`src/rtl/counter_pkg.sv`:
```
// Shared constants for the up/down modulo counter family.
package counter_pkg;

  localparam logic CNT_MODE_WRAP = 1'b0;
  localparam logic CNT_MODE_SAT  = 1'b1;
  localparam logic CNT_DIR_DN    = 1'b0;
  localparam logic CNT_DIR_UP    = 1'b1;

endpackage

```
`src/rtl/cnt_next_val.sv`:
```
// Combinational step function: next count and terminal event for one enabled cycle.
module cnt_next_val
  import counter_pkg::*;
#(
  parameter int N = 3
) (
  input  logic [N-1:0] count,
  input  logic [N-1:0] max_val,
  input  logic         up_dn,
  input  logic         mode,
  output logic [N-1:0] next_count,
  output logic         term_event
);

  localparam logic [N-1:0] ONE = N'(1);

  logic [N-1:0] count_inc;
  logic [N-1:0] count_dec;

  assign count_inc = count + ONE;
  assign count_dec = count - ONE;

  // Terminal detection is checked before any arithmetic, so N-bit roll-over never occurs.
  always_comb begin
    next_count = count;
    term_event = 1'b0;
    if (up_dn == CNT_DIR_UP) begin
      if (count >= max_val) begin
        if (mode == CNT_MODE_WRAP) begin
          next_count = '0;
          term_event = 1'b1;
        end else begin
          next_count = max_val;
        end
      end else begin
        next_count = count_inc;
        term_event = (mode == CNT_MODE_SAT) && (count_inc == max_val);
      end
    end else begin
      if (count == '0) begin
        if (mode == CNT_MODE_WRAP) begin
          next_count = max_val;
          term_event = 1'b1;
        end
      end else begin
        next_count = count_dec;
        term_event = (mode == CNT_MODE_SAT) && (count == ONE);
      end
    end
  end

endmodule

```
`src/rtl/updown_mod_counter.sv`:
```
// Up/down modulo counter with load, wrap/saturate modes and a terminal-event pulse.
// Define COUNTER_WRAP_CNT_EN to add the saturating wrap_cnt event counter output.
module updown_mod_counter
  import counter_pkg::*;
#(
  parameter int N      = 3,
  parameter int WRAP_W = 4
) (
  input  logic         clk,
  input  logic         rstn,
  input  logic         en,
  input  logic         load,
  input  logic [N-1:0] load_val,
  input  logic         up_dn,
  input  logic         mode,
  input  logic [N-1:0] max_val,
  output logic [N-1:0] count_out,
  output logic         done,
  output logic         at_max,
  output logic         at_zero
`ifdef COUNTER_WRAP_CNT_EN
  ,
  output logic [WRAP_W-1:0] wrap_cnt
`endif
);

  logic [N-1:0] count_reg;
  logic [N-1:0] count_next;
  logic         done_reg;
  logic         done_next;
  logic [N-1:0] step_val;
  logic         step_term;
  logic [N-1:0] load_clamped;

  cnt_next_val #(.N(N)) u_step (
    .count      (count_reg),
    .max_val    (max_val),
    .up_dn      (up_dn),
    .mode       (mode),
    .next_count (step_val),
    .term_event (step_term)
  );

  assign load_clamped = (load_val > max_val) ? max_val : load_val;

  always_comb begin
    count_next = count_reg;
    done_next  = 1'b0;
    if (load) begin
      count_next = load_clamped;
    end else if (en) begin
      count_next = step_val;
      done_next  = step_term;
    end
  end

  always_ff @(posedge clk or negedge rstn) begin
    if (!rstn) begin
      count_reg <= '0;
      done_reg  <= 1'b0;
    end else begin
      count_reg <= count_next;
      done_reg  <= done_next;
    end
  end

  assign count_out = count_reg;
  assign done      = done_reg;
  assign at_max    = (count_reg >= max_val);
  assign at_zero   = (count_reg == '0);

`ifdef COUNTER_WRAP_CNT_EN
  logic [WRAP_W-1:0] wrap_cnt_reg;
  logic [WRAP_W-1:0] wrap_cnt_next;

  always_comb begin
    wrap_cnt_next = wrap_cnt_reg;
    if (load) begin
      wrap_cnt_next = '0;
    end else if (done_next && (wrap_cnt_reg != '1)) begin
      wrap_cnt_next = wrap_cnt_reg + WRAP_W'(1);
    end
  end

  always_ff @(posedge clk or negedge rstn) begin
    if (!rstn) begin
      wrap_cnt_reg <= '0;
    end else begin
      wrap_cnt_reg <= wrap_cnt_next;
    end
  end

  assign wrap_cnt = wrap_cnt_reg;
`else
  logic unused_wrap_w;
  assign unused_wrap_w = ^WRAP_W;
`endif

endmodule

```
`config.mk`:
```
export PLATFORM = sky130hd
export DESIGN_NAME = updown_mod_counter
export DESIGN_NICKNAME = d
export VERILOG_FILES = /design/src/rtl/counter_pkg.sv /design/src/rtl/cnt_next_val.sv /design/src/rtl/updown_mod_counter.sv
export SDC_FILE = /design/constraint.sdc
export NUM_CORES = 1
export LEC_CHECK = 0
export ABC_AREA = 1
export ABC_CLOCK_PERIOD_IN_PS = 1500
export BUFFER_PORTS_ARGS = -buffer_cell sky130_fd_sc_hd__buf_2
export CAP_MARGIN = 30
export CORE_UTILIZATION = 46
export CTS_CLUSTER_DIAMETER = 60
export DETAILED_ROUTE_END_ITERATION = 8
export PLACE_DENSITY = 0.73
export SETUP_SLACK_MARGIN = 0.15
export SYNTH_ARGS = -nofsm -noshare
export SYNTH_HDL_FRONTEND = slang
export SYNTH_SLANG_ARGS = --single-unit
```
`constraint.sdc`:
```
create_clock -name clk -period 1.5 [get_ports clk]
set_input_delay 0.375 -clock clk [delete_from_list [all_inputs] [get_ports clk]]
set_output_delay 0.375 -clock clk [all_outputs]
set_load 0.005 [all_outputs]
```
# Word-level counts from Yosys, hierarchy flattened
# Cells that the tools add are included.
[classes]
n_eq_ne = 3
add_sub_neg = 2
n_lt_le_gt_ge = 2
mux = 14
n_reduce_logical = 5
[op_table]
columns = ["operator", "count"]
rows = [
  ["$mux 3", 8],
  ["$mux 1", 6],
  ["$ne 4x4->1 const B", 1],
  ["$add 3x1->3 const B", 1],
  ["$eq 3x1->1 const B", 1],
  ["$eq 3x3->1", 1],
  ["$ge 3x3->1", 1],
  ["$gt 3x3->1", 1],
  ["$logic_not 3->1", 1],
  ["$sub 3x1->3 const B", 1],
  ["$logic_and 1x1->1", 2],
  ["$reduce_and 2->1", 1],
  ["$reduce_bool 2->1", 1],
]
[totals]
out_inout_bits = 6
in_bits = 12
ff_bits = 4
word_cells = 28

# Logic depth before layout (Yosys ltp)
# Gate-level depths: netlist (run 1).
[depth]
word_depth = 7
mapped_depth = 12
depth_no_buf = 12

# Cells and area by module
# From an unflattened synthesis (run 1), not the netlist that was laid out.
[unflattened]
cells_unflattened = 123
hier_area_um2 = 754.5
[modules_own_cells]
columns = ["mod", "instances", "area_each_um2", "cells_each", "seq_area_each_um2"]
rows = [
  ["cnt_next_val", 1, 382.9, 72, 0.0],
  ["updown_mod_counter", 1, 371.6, 51, 100.1],
]

# Least setup slack after synthesis (run 1)
# OpenSTA, ideal clock, no wires.
[synth_timing]
path_kind = "flip-flop to flip-flop"
startpoint = "register count_reg[0], in the netlist count_out[0]"
endpoint = "register count_reg[1], in the netlist count_out[1]"
t_arrival_ns = 1.383
setup_ns = 0.116
t_required_ns = 1.384
n_path_buf = 0
path_slack_ns = 0.001
period_less_slack_ns = 1.499
path_stages_with_launch = 13
path_cell_list = "dfrtp_1 inv_1 ha_1 inv_1 nand2_1 nand2_1 nand2_2 nand2_1 nand3_1 nand2_1 nand2_1 nand2_1 nand2_1"
[synth_between]
elab_chain_cells = 5
word_cells_on_any_way = 11
classes_between = "2 x add/sub; 1 x order compare; 1 x eq/ne; 5 x mux; 2 x reduce/logical"
[synth_rtl]
columns = ["item", "line_no", "rtl"]
rows = [
  ["from (decl)", "updown_mod_counter.sv:27", "logic [N-1:0] count_reg;"],
  ["from (signal assigned)", "updown_mod_counter.sv:62", "count_reg <= count_next;"],
  ["$ge 3x3->1", "--", ""],
  ["via at_max", "updown_mod_counter.sv:19", "output logic at_max,"],
  ["$mux 3", "cnt_next_val.sv:28", "if (count >= max_val) begin"],
  ["$mux 3", "cnt_next_val.sv:27", "if (up_dn == CNT_DIR_UP) begin"],
  ["$mux 3", "updown_mod_counter.sv:51", "end else if (en) begin"],
  ["$mux 3", "updown_mod_counter.sv:49", "if (load) begin"],
]
# The timed path passes the listed nets, and every way through them passes these cells. The select of a mux whose other input is x is not followed.
# A chain may end at the register's enable or synchronous reset.

# Final worst setup path (run 1)
[layout_timing]
startpoint = "register count_reg[0], in the netlist count_out[0]"
endpoint = "output port at_max"
[layout_between]
elab_chain_cells = 1
[layout_rtl]
columns = ["item", "line_no", "rtl"]
rows = [
  ["$ge 3x3->1", "updown_mod_counter.sv:69", "assign at_max = (count_reg >= max_val);"],
  ["to (decl)", "updown_mod_counter.sv:19", ""],
]
# No other way between the ends.

==> run_summary.xml, run 1 <==
<?xml version="1.0" encoding="UTF-8"?>
<metrics>
  <group name="outcome">
    <metric name="outcome" unit="">complete, but fails checks</metric>
    <metric name="violations" unit="">negative setup slack</metric>
  </group>
  <group name="cells_and_area">
    <metric name="register_area" unit="sq um">103</metric>
    <metric name="final_cells" unit="">174</metric>
    <metric name="fillCellCount" unit="">101</metric>
    <metric name="finalNetCount" unit="">182</metric>
    <metric name="area_growth" unit="%">59.5</metric>
    <metric name="share_of_final_layout_standard_cells_stronger_than_drive_strength_1" unit="">0.459</metric>
    <metric name="antenna-diode-count" unit="">0</metric>
    <metric name="largest_reg_flops" unit="">3</metric>
    <metric name="multi_input_comb_area" unit="sq um">637</metric>
    <metric name="finish.utilization" unit="">0.830</metric>
  </group>
  <group name="setup_path">
    <metric name="worstSetupEndpointType" unit="">output pin</metric>
    <metric name="required" unit="ns">1.12</metric>
    <metric name="path_max_fanout" unit="">3</metric>
    <metric name="crit_type" unit="">reg2out</metric>
    <metric name="worstSetupStartpointType" unit="">flip-flop</metric>
    <metric name="worst_ep_arrival_time" unit="ns">1.33</metric>
  </group>
  <group name="synth">
    <metric name="synth_area_leader_cell" unit="">sky130_fd_sc_hd__nand2_1</metric>
    <metric name="syn_area" unit="sq um">711</metric>
    <metric name="mappedNetlistNets" unit="">142</metric>
    <metric name="synth_cells" unit="">120</metric>
    <metric name="synth.ff_latch_count" unit="">4</metric>
    <metric name="yosys_warnings" unit="">0</metric>
    <metric name="yosys-top-cells-area" unit="">sky130_fd_sc_hd__nand2_1 (24%), sky130_fd_sc_hd__ha_1 (18%), sky130_fd_sc_hd__dfrtp_1 (14%)</metric>
    <metric name="synth-seq-area-share" unit="">0.141</metric>
    <metric name="fraction_of_post_synthesis_cell_area_in_the_top_cell_type_by_area" unit="">0.243</metric>
    <metric name="ys_types" unit="">15</metric>
    <metric name="postSynthAreaPerCell" unit="sq um">5.92</metric>
  </group>
  <group name="cts">
    <metric name="cts_buffer_depth" unit="">2</metric>
    <metric name="insertion_delay" unit="ns">0.25</metric>
    <metric name="clockRootBuffer" unit="">sky130_fd_sc_hd__clkbuf_4</metric>
    <metric name="tritoncts" unit="">done</metric>
    <metric name="cts_htree_levels" unit="">1</metric>
    <metric name="cts-buffers-inserted" unit="">3</metric>
    <metric name="worst_setup_hold_path_clk_slew" unit="ns">0.05</metric>
    <metric name="tritoncts_num_sinks" unit="">4</metric>
  </group>
  <group name="power">
    <metric name="worst_ir_drop_vdd" unit="uV">627</metric>
    <metric name="power.static_leakage" unit="nW">0.621</metric>
    <metric name="pwr_density_cell" unit="nW/um^2">1050</metric>
  </group>
  <group name="route">
    <metric name="drc" unit="">0</metric>
    <metric name="first_iter_violations" unit="">48</metric>
    <metric name="avgRoutedWirePerCell" unit="microns">13.4</metric>
    <metric name="routed-via-count" unit="">927</metric>
    <metric name="drt-pass1-iter-count" unit="">4</metric>
    <metric name="drt-total-wl" unit="microns">2330</metric>
    <metric name="routed_via_density" unit="">5.33</metric>
    <metric name="final_antenna_net_count" unit="">0</metric>
  </group>
  <group name="grt">
    <metric name="grt_pass1_wl" unit="microns">3320</metric>
    <metric name="grt.total_usage" unit="">0.295</metric>
    <metric name="grt_max_degree" unit="">9</metric>
    <metric name="grt_antenna_before_repair" unit="">0</metric>
    <metric name="number_of_global_route_vias_before_repair" unit="">824</metric>
    <metric name="grt-ovfl-total" unit="">0</metric>
  </group>
  <group name="timing">
    <metric name="drv_slew" unit="">0</metric>
    <metric name="setup_repair_after_global_routing_missed_its_margin" unit="">true</metric>
    <metric name="setup_viol" unit="">6</metric>
    <metric name="final.period_utilization" unit="">1.13</metric>
    <metric name="final-hold-violation-count" unit="">0</metric>
    <metric name="max_slew.worst_pin.slew" unit="ns">0.211</metric>
    <metric name="layout_setup_ws" unit="ns">-0.202</metric>
    <metric name="max_slew_margin" unit="">0.860</metric>
    <metric name="worst_clock_skew" unit="ns">0.0115</metric>
    <metric name="timing.final.crit_period" unit="ns">1.70</metric>
    <metric name="fmax" unit="MHz">587</metric>
  </group>
  <group name="flow_run">
    <metric name="drv_cap" unit="">0</metric>
  </group>
  <group name="placement">
    <metric name="routabilityCongestion" unit="">0.890</metric>
    <metric name="dp.final_hpwl" unit="microns">1470</metric>
    <metric name="place.detailed.instances" unit="">161</metric>
    <metric name="port_buffers" unit="">17</metric>
  </group>
  <group name="worst_hold_path">
    <metric name="hold_path_class" unit="">in2reg</metric>
  </group>
  <group name="floorplan">
    <metric name="dieHeight" unit="microns">41.3</metric>
    <metric name="start_util" unit="">0.520</metric>
    <metric name="rows" unit="">13</metric>
    <metric name="design.portCount" unit="">18</metric>
    <metric name="die-area" unit="sq um">1710</metric>
    <metric name="die_width" unit="microns">41.3</metric>
    <metric name="fp.coreArea" unit="sq um">1370</metric>
  </group>
</metrics>
synth_stat cells:
library cell and n:
sky130_fd_sc_hd__a21oi_1 5, sky130_fd_sc_hd__inv_2 3, sky130_fd_sc_hd__nand2_2 2, sky130_fd_sc_hd__nor2_8 1
sky130_fd_sc_hd__dfrtp_1 4, sky130_fd_sc_hd__nor2_4 1, sky130_fd_sc_hd__nand3_2 1, sky130_fd_sc_hd__buf_12 1
sky130_fd_sc_hd__ha_1 10, sky130_fd_sc_hd__nand3b_1 1, sky130_fd_sc_hd__inv_1 18, sky130_fd_sc_hd__nand3_1 17
sky130_fd_sc_hd__nand2_1 46, sky130_fd_sc_hd__nor2_1 9, sky130_fd_sc_hd__a21oi_2 1
logic make-up (layout without fill, tap and decap cells):
group | after synthesis | after routing | synth area share
and+or+nand+nor | 78 | 78 | 0.496
buffers and inverters | 22 | 61 | 0.139
adders and majority gates | 10 | 10 | 0.176
AOI/OAI and AO/OA | 6 | 6 | 0.0475
DFF | 4 | 4 | 0.141
where the power goes:
group | leakage, nW | switching [W] | internal, W | total [W]
clock network | 0.0150 | 0.0000543 | 0.000100 | 0.000155
registers | 0.0476 | 0.0000274 | 0.000132 | 0.000159
logic | 0.558 | 0.000456 | 0.000423 | 0.000878
layout make-up:
type,instances,area share
multi-input combinational,94,0.562
sequential,4,0.0905
timing repair buffer,36,0.233
clock buffer,4,0.0232
inverter,21,0.0751
tap,15,0.0166
worst max-delay path: stages, from the launching register on:
cell and delay [ns]:
sky130_fd_sc_hd__dfrtp_1 0.40, sky130_fd_sc_hd__inv_2 0.11, sky130_fd_sc_hd__ha_4 0.21, sky130_fd_sc_hd__inv_4 0.06, sky130_fd_sc_hd__nand2_2 0.06, sky130_fd_sc_hd__nand2_4 0.08, sky130_fd_sc_hd__nand2_4 0.05, sky130_fd_sc_hd__buf_6 0.11
cells in the final DEF, fill, tap and decap left out, drive strengths merged:
| master | synthesis | routed |
|---|---|---|
| nand2 | 48 | 48 |
| buf | 1 | 35 |
| inv | 21 | 20 |
| nand3 | 18 | 18 |
| nor2 | 11 | 11 |
| ha | 10 | 10 |
| a21oi | 6 | 6 |
| clkbuf | 0 | 4 |
| dfrtp | 4 | 4 |
| clkinvlp | 0 | 1 |
| nand3b | 1 | 1 |
| dlygate4sd3 | 0 | 1 |
timing repair:
item                                   4_1_cts  5_1_grt
endpoints found under the hold margin        4        0
pin swaps                                   10        7
setup endpoints to repair                    6        8
setup buffers                                7        1
resized for setup                           17       10
hold buffers                                 1        0
per-stage QoR:
step / setup TNS (ns) / hold slack [ns] / instance area (sq um) / total power [W] / setup WS (ns)
after floorplan: 0 / 0.0794 / 776 / 0.000570 / 0.0564
after global placement: -0.691 / 0.179 / 935 / 0.000763 / -0.217
after detailed placement: -0.964 / 0.181 / 935 / 0.000783 / -0.272
after CTS: -0.369 / 0.406 / 1090 / 0.00109 / -0.153
after global routing: -0.954 / 0.430 / 1130 / 0.00127 / -0.217
final: -0.573 / 0.432 / 1130 / 0.00119 / -0.202
final timing paths:
path | start | endpoint | slack [ns] | depth (start not counted)
setup / recovery | count_out[0]$_DFFE_PN0P_ | at_max | -0.20 | 7
hold / removal | up_dn | done$_DFF_PN0_ | 0.43 | 2
setup reg to reg | count_out[0]$_DFFE_PN0P_ | count_out[0]$_DFFE_PN0P_ | -0.09 | 13
hold reg to reg | count_out[1]$_DFFE_PN0P_ | count_out[1]$_DFFE_PN0P_ | 0.59 | 2
max in group asynchronous | rstn | count_out[1]$_DFFE_PN0P_ | 0.90 | 2
min in group asynchronous | rstn | count_out[0]$_DFFE_PN0P_ | 0.46 | 2
layer usage:
metal / track usage / vias to the layer above / wire length [microns]
met3: 0.0745 / 14 / 184
met4: 0.105 / 0 / 85
li1: - / 450 / -
met5: 0 / - / 0
met2: 0.555 / 59 / 1170
met1: 0.312 / 404 / 893
Power figures use the tool's default switching activity.
==> run 2, diff against run 1 <==
TNS_END_PERCENT = 50   (was unset)
==> run_summary.xml, run 2 (same netlist as run 1, synthesis figures left out) <==
<?xml version="1.0" encoding="UTF-8"?>
<metrics>
  <group name="timing">
    <metric name="finalHoldWorstSlack" unit="ns">0.436</metric>
    <metric name="timing.final.crit_period" unit="ns">1.71</metric>
    <metric name="layout_setup_ws" unit="ns">-0.206</metric>
    <metric name="setup-tns-final" unit="ns">-0.941</metric>
    <metric name="max_slew_margin" unit="">0.852</metric>
    <metric name="fmax" unit="MHz">586</metric>
    <metric name="final-hold-violation-count" unit="">0</metric>
    <metric name="final.period_utilization" unit="">1.14</metric>
    <metric name="worst_clock_skew" unit="ns">0.0141</metric>
    <metric name="drv_slew" unit="">0</metric>
    <metric name="setup_repair_after_global_routing_missed_its_margin" unit="">true</metric>
    <metric name="max_slew.worst_pin.slew" unit="ns">0.222</metric>
    <metric name="setup_viol" unit="">6</metric>
  </group>
  <group name="grt">
    <metric name="grt_antenna_before_repair" unit="">0</metric>
    <metric name="grt-ovfl-total" unit="">0</metric>
    <metric name="number_of_global_route_vias_before_repair" unit="">802</metric>
    <metric name="grt_max_degree" unit="">9</metric>
    <metric name="grt.total_usage" unit="">0.300</metric>
    <metric name="grt_pass1_wl" unit="microns">3390</metric>
  </group>
  <group name="outcome">
    <metric name="outcome" unit="">complete, but fails checks</metric>
    <metric name="violations" unit="">negative setup slack</metric>
  </group>
  <group name="cells_and_area">
    <metric name="mostFrequentLayoutCells" unit="">sky130_fd_sc_hd__nand2_1 (38), sky130_fd_sc_hd__buf_4 (17), sky130_fd_sc_hd__buf_2 (16)</metric>
    <metric name="layout_commonest_cell" unit="">sky130_fd_sc_hd__nand2_1</metric>
    <metric name="share_of_final_layout_standard_cells_stronger_than_drive_strength_1" unit="">0.467</metric>
    <metric name="area_growth" unit="%">64.3</metric>
    <metric name="finalNetCount" unit="">188</metric>
    <metric name="fillCellCount" unit="">90</metric>
    <metric name="largest_reg_flops" unit="">3</metric>
    <metric name="antenna-diode-count" unit="">0</metric>
  </group>
  <group name="setup_path">
    <metric name="path_max_fanout" unit="">3</metric>
    <metric name="worst_ep_arrival_time" unit="ns">1.83</metric>
    <metric name="required" unit="ns">1.62</metric>
    <metric name="worstSetupStartpointType" unit="">flip-flop</metric>
    <metric name="crit_type" unit="">reg2reg</metric>
    <metric name="worstSetupEndpointType" unit="">flip-flop</metric>
  </group>
  <group name="flow_run">
    <metric name="drv_cap" unit="">0</metric>
  </group>
  <group name="route">
    <metric name="final_antenna_net_count" unit="">0</metric>
    <metric name="drt-pass1-iter-count" unit="">5</metric>
    <metric name="routed_via_density" unit="">5.52</metric>
    <metric name="avgRoutedWirePerCell" unit="microns">14.0</metric>
    <metric name="drc" unit="">0</metric>
    <metric name="routed-via-count" unit="">993</metric>
    <metric name="drt-total-wl" unit="microns">2520</metric>
    <metric name="first_iter_violations" unit="">57</metric>
  </group>
  <group name="cts">
    <metric name="clockRootBuffer" unit="">sky130_fd_sc_hd__clkbuf_4</metric>
    <metric name="cts_htree_levels" unit="">1</metric>
    <metric name="tritoncts" unit="">done</metric>
    <metric name="insertion_delay" unit="ns">0.26</metric>
    <metric name="cts_buffer_depth" unit="">2</metric>
    <metric name="worst_setup_hold_path_clk_slew" unit="ns">0.05</metric>
    <metric name="tritoncts_num_sinks" unit="">4</metric>
    <metric name="cts-buffers-inserted" unit="">3</metric>
  </group>
  <group name="placement">
    <metric name="dp.final_hpwl" unit="microns">1480</metric>
    <metric name="port_buffers" unit="">17</metric>
    <metric name="routabilityCongestion" unit="">0.880</metric>
  </group>
  <group name="power">
    <metric name="pwr_density_cell" unit="nW/um^2">1100</metric>
    <metric name="power.static_leakage" unit="nW">0.669</metric>
    <metric name="worst_ir_drop_vdd" unit="uV">696</metric>
  </group>
  <group name="worst_hold_path">
    <metric name="hold_path_class" unit="">in2reg</metric>
  </group>
  <group name="floorplan">
    <metric name="start_util" unit="">0.520</metric>
    <metric name="die_width" unit="microns">41.3</metric>
    <metric name="fp.coreArea" unit="sq um">1370</metric>
    <metric name="die-area" unit="sq um">1710</metric>
    <metric name="design.portCount" unit="">18</metric>
    <metric name="dieHeight" unit="microns">41.3</metric>
    <metric name="rows" unit="">13</metric>
  </group>
</metrics>
[run 2: cell types whose count changed in the layout (fill, tap and decap cells not counted), sizes merged]
cell and delta:
buf +6
[run 2: worst max-delay path: stages (launching register included)]
cell	delay [ns]
sky130_fd_sc_hd__dfrtp_1	0.42
sky130_fd_sc_hd__ha_1	0.30
sky130_fd_sc_hd__nand2_2	0.07
sky130_fd_sc_hd__inv_2	0.04
sky130_fd_sc_hd__nand2_4	0.07
sky130_fd_sc_hd__nand2_4	0.06
sky130_fd_sc_hd__buf_6	0.12
sky130_fd_sc_hd__buf_6	0.12
sky130_fd_sc_hd__nand2_2	0.06
sky130_fd_sc_hd__nand3_2	0.06
sky130_fd_sc_hd__nand2_1	0.07
sky130_fd_sc_hd__nand2_1	0.05
sky130_fd_sc_hd__nand2_1	0.08
sky130_fd_sc_hd__nand2_1	0.07
[run 2: report_power, final]
part	internal [W]	total (W)	switching [W]
logic	0.000474	0.000968	0.000494
clock network	0.000101	0.000164	0.0000626
registers	0.000131	0.000152	0.0000217
total	0.000705	0.00128	0.000579
[run 2: stage by stage]
step | total power [W] | setup slack, ns | area (sq um) | util | std cells
after floorplan | 0.000570 | 0.0564 | 776 | - | 120
after global placement | 0.000764 | -0.217 | 935 | 0.684 | 161
after detailed placement | 0.000782 | -0.279 | 935 | 0.684 | 161
after CTS | 0.00112 | -0.194 | 1080 | 0.788 | 176
after global routing | 0.00139 | -0.282 | 1170 | 0.854 | 180
final | 0.00128 | -0.206 | 1170 | 0.854 | 180
[run 2: metal layers]
metal	GRT usage	wire (microns)
met1	0.352	932
met2	0.547	1260
met3	0.0319	239
met4	0.121	96
met5	0	0
[run 2: final timing paths]
check,slack [ns],start,depth (start not counted),end
worst min register to register,0.69,count_out[0]$_DFFE_PN0P_,3,count_out[0]$_DFFE_PN0P_
min in group asynchronous,0.45,rstn,2,count_out[2]$_DFFE_PN0P_
worst min-delay path,0.44,up_dn,2,done$_DFF_PN0_
max in group asynchronous,0.92,rstn,2,count_out[1]$_DFFE_PN0P_
worst max register to register,-0.21,count_out[1]$_DFFE_PN0P_,13,count_out[0]$_DFFE_PN0P_
worst max-delay path,-0.21,count_out[1]$_DFFE_PN0P_,13,count_out[0]$_DFFE_PN0P_
[run 2: repair_timing]
| item | CTS | global route |
|---|---|---|
| setup endpoints to repair | 7 | 8 |
| buffers inserted | 10 | 4 |
| pin swaps | 10 | 11 |
| hold buffers | 1 | 0 |
| gates resized for setup | 8 | 18 |
| endpoints found under the hold margin | 4 | 0 |
[run 2: cell type report]
type	count	area [sq um]	share of cell area
timing repair buffer	42	308	0.264
sequential	4	101	0.0868
tap	15	18.8	0.0161
multi-input combinational	94	628	0.538
inverter	21	85.1	0.0729
clock buffer	4	26.3	0.0225
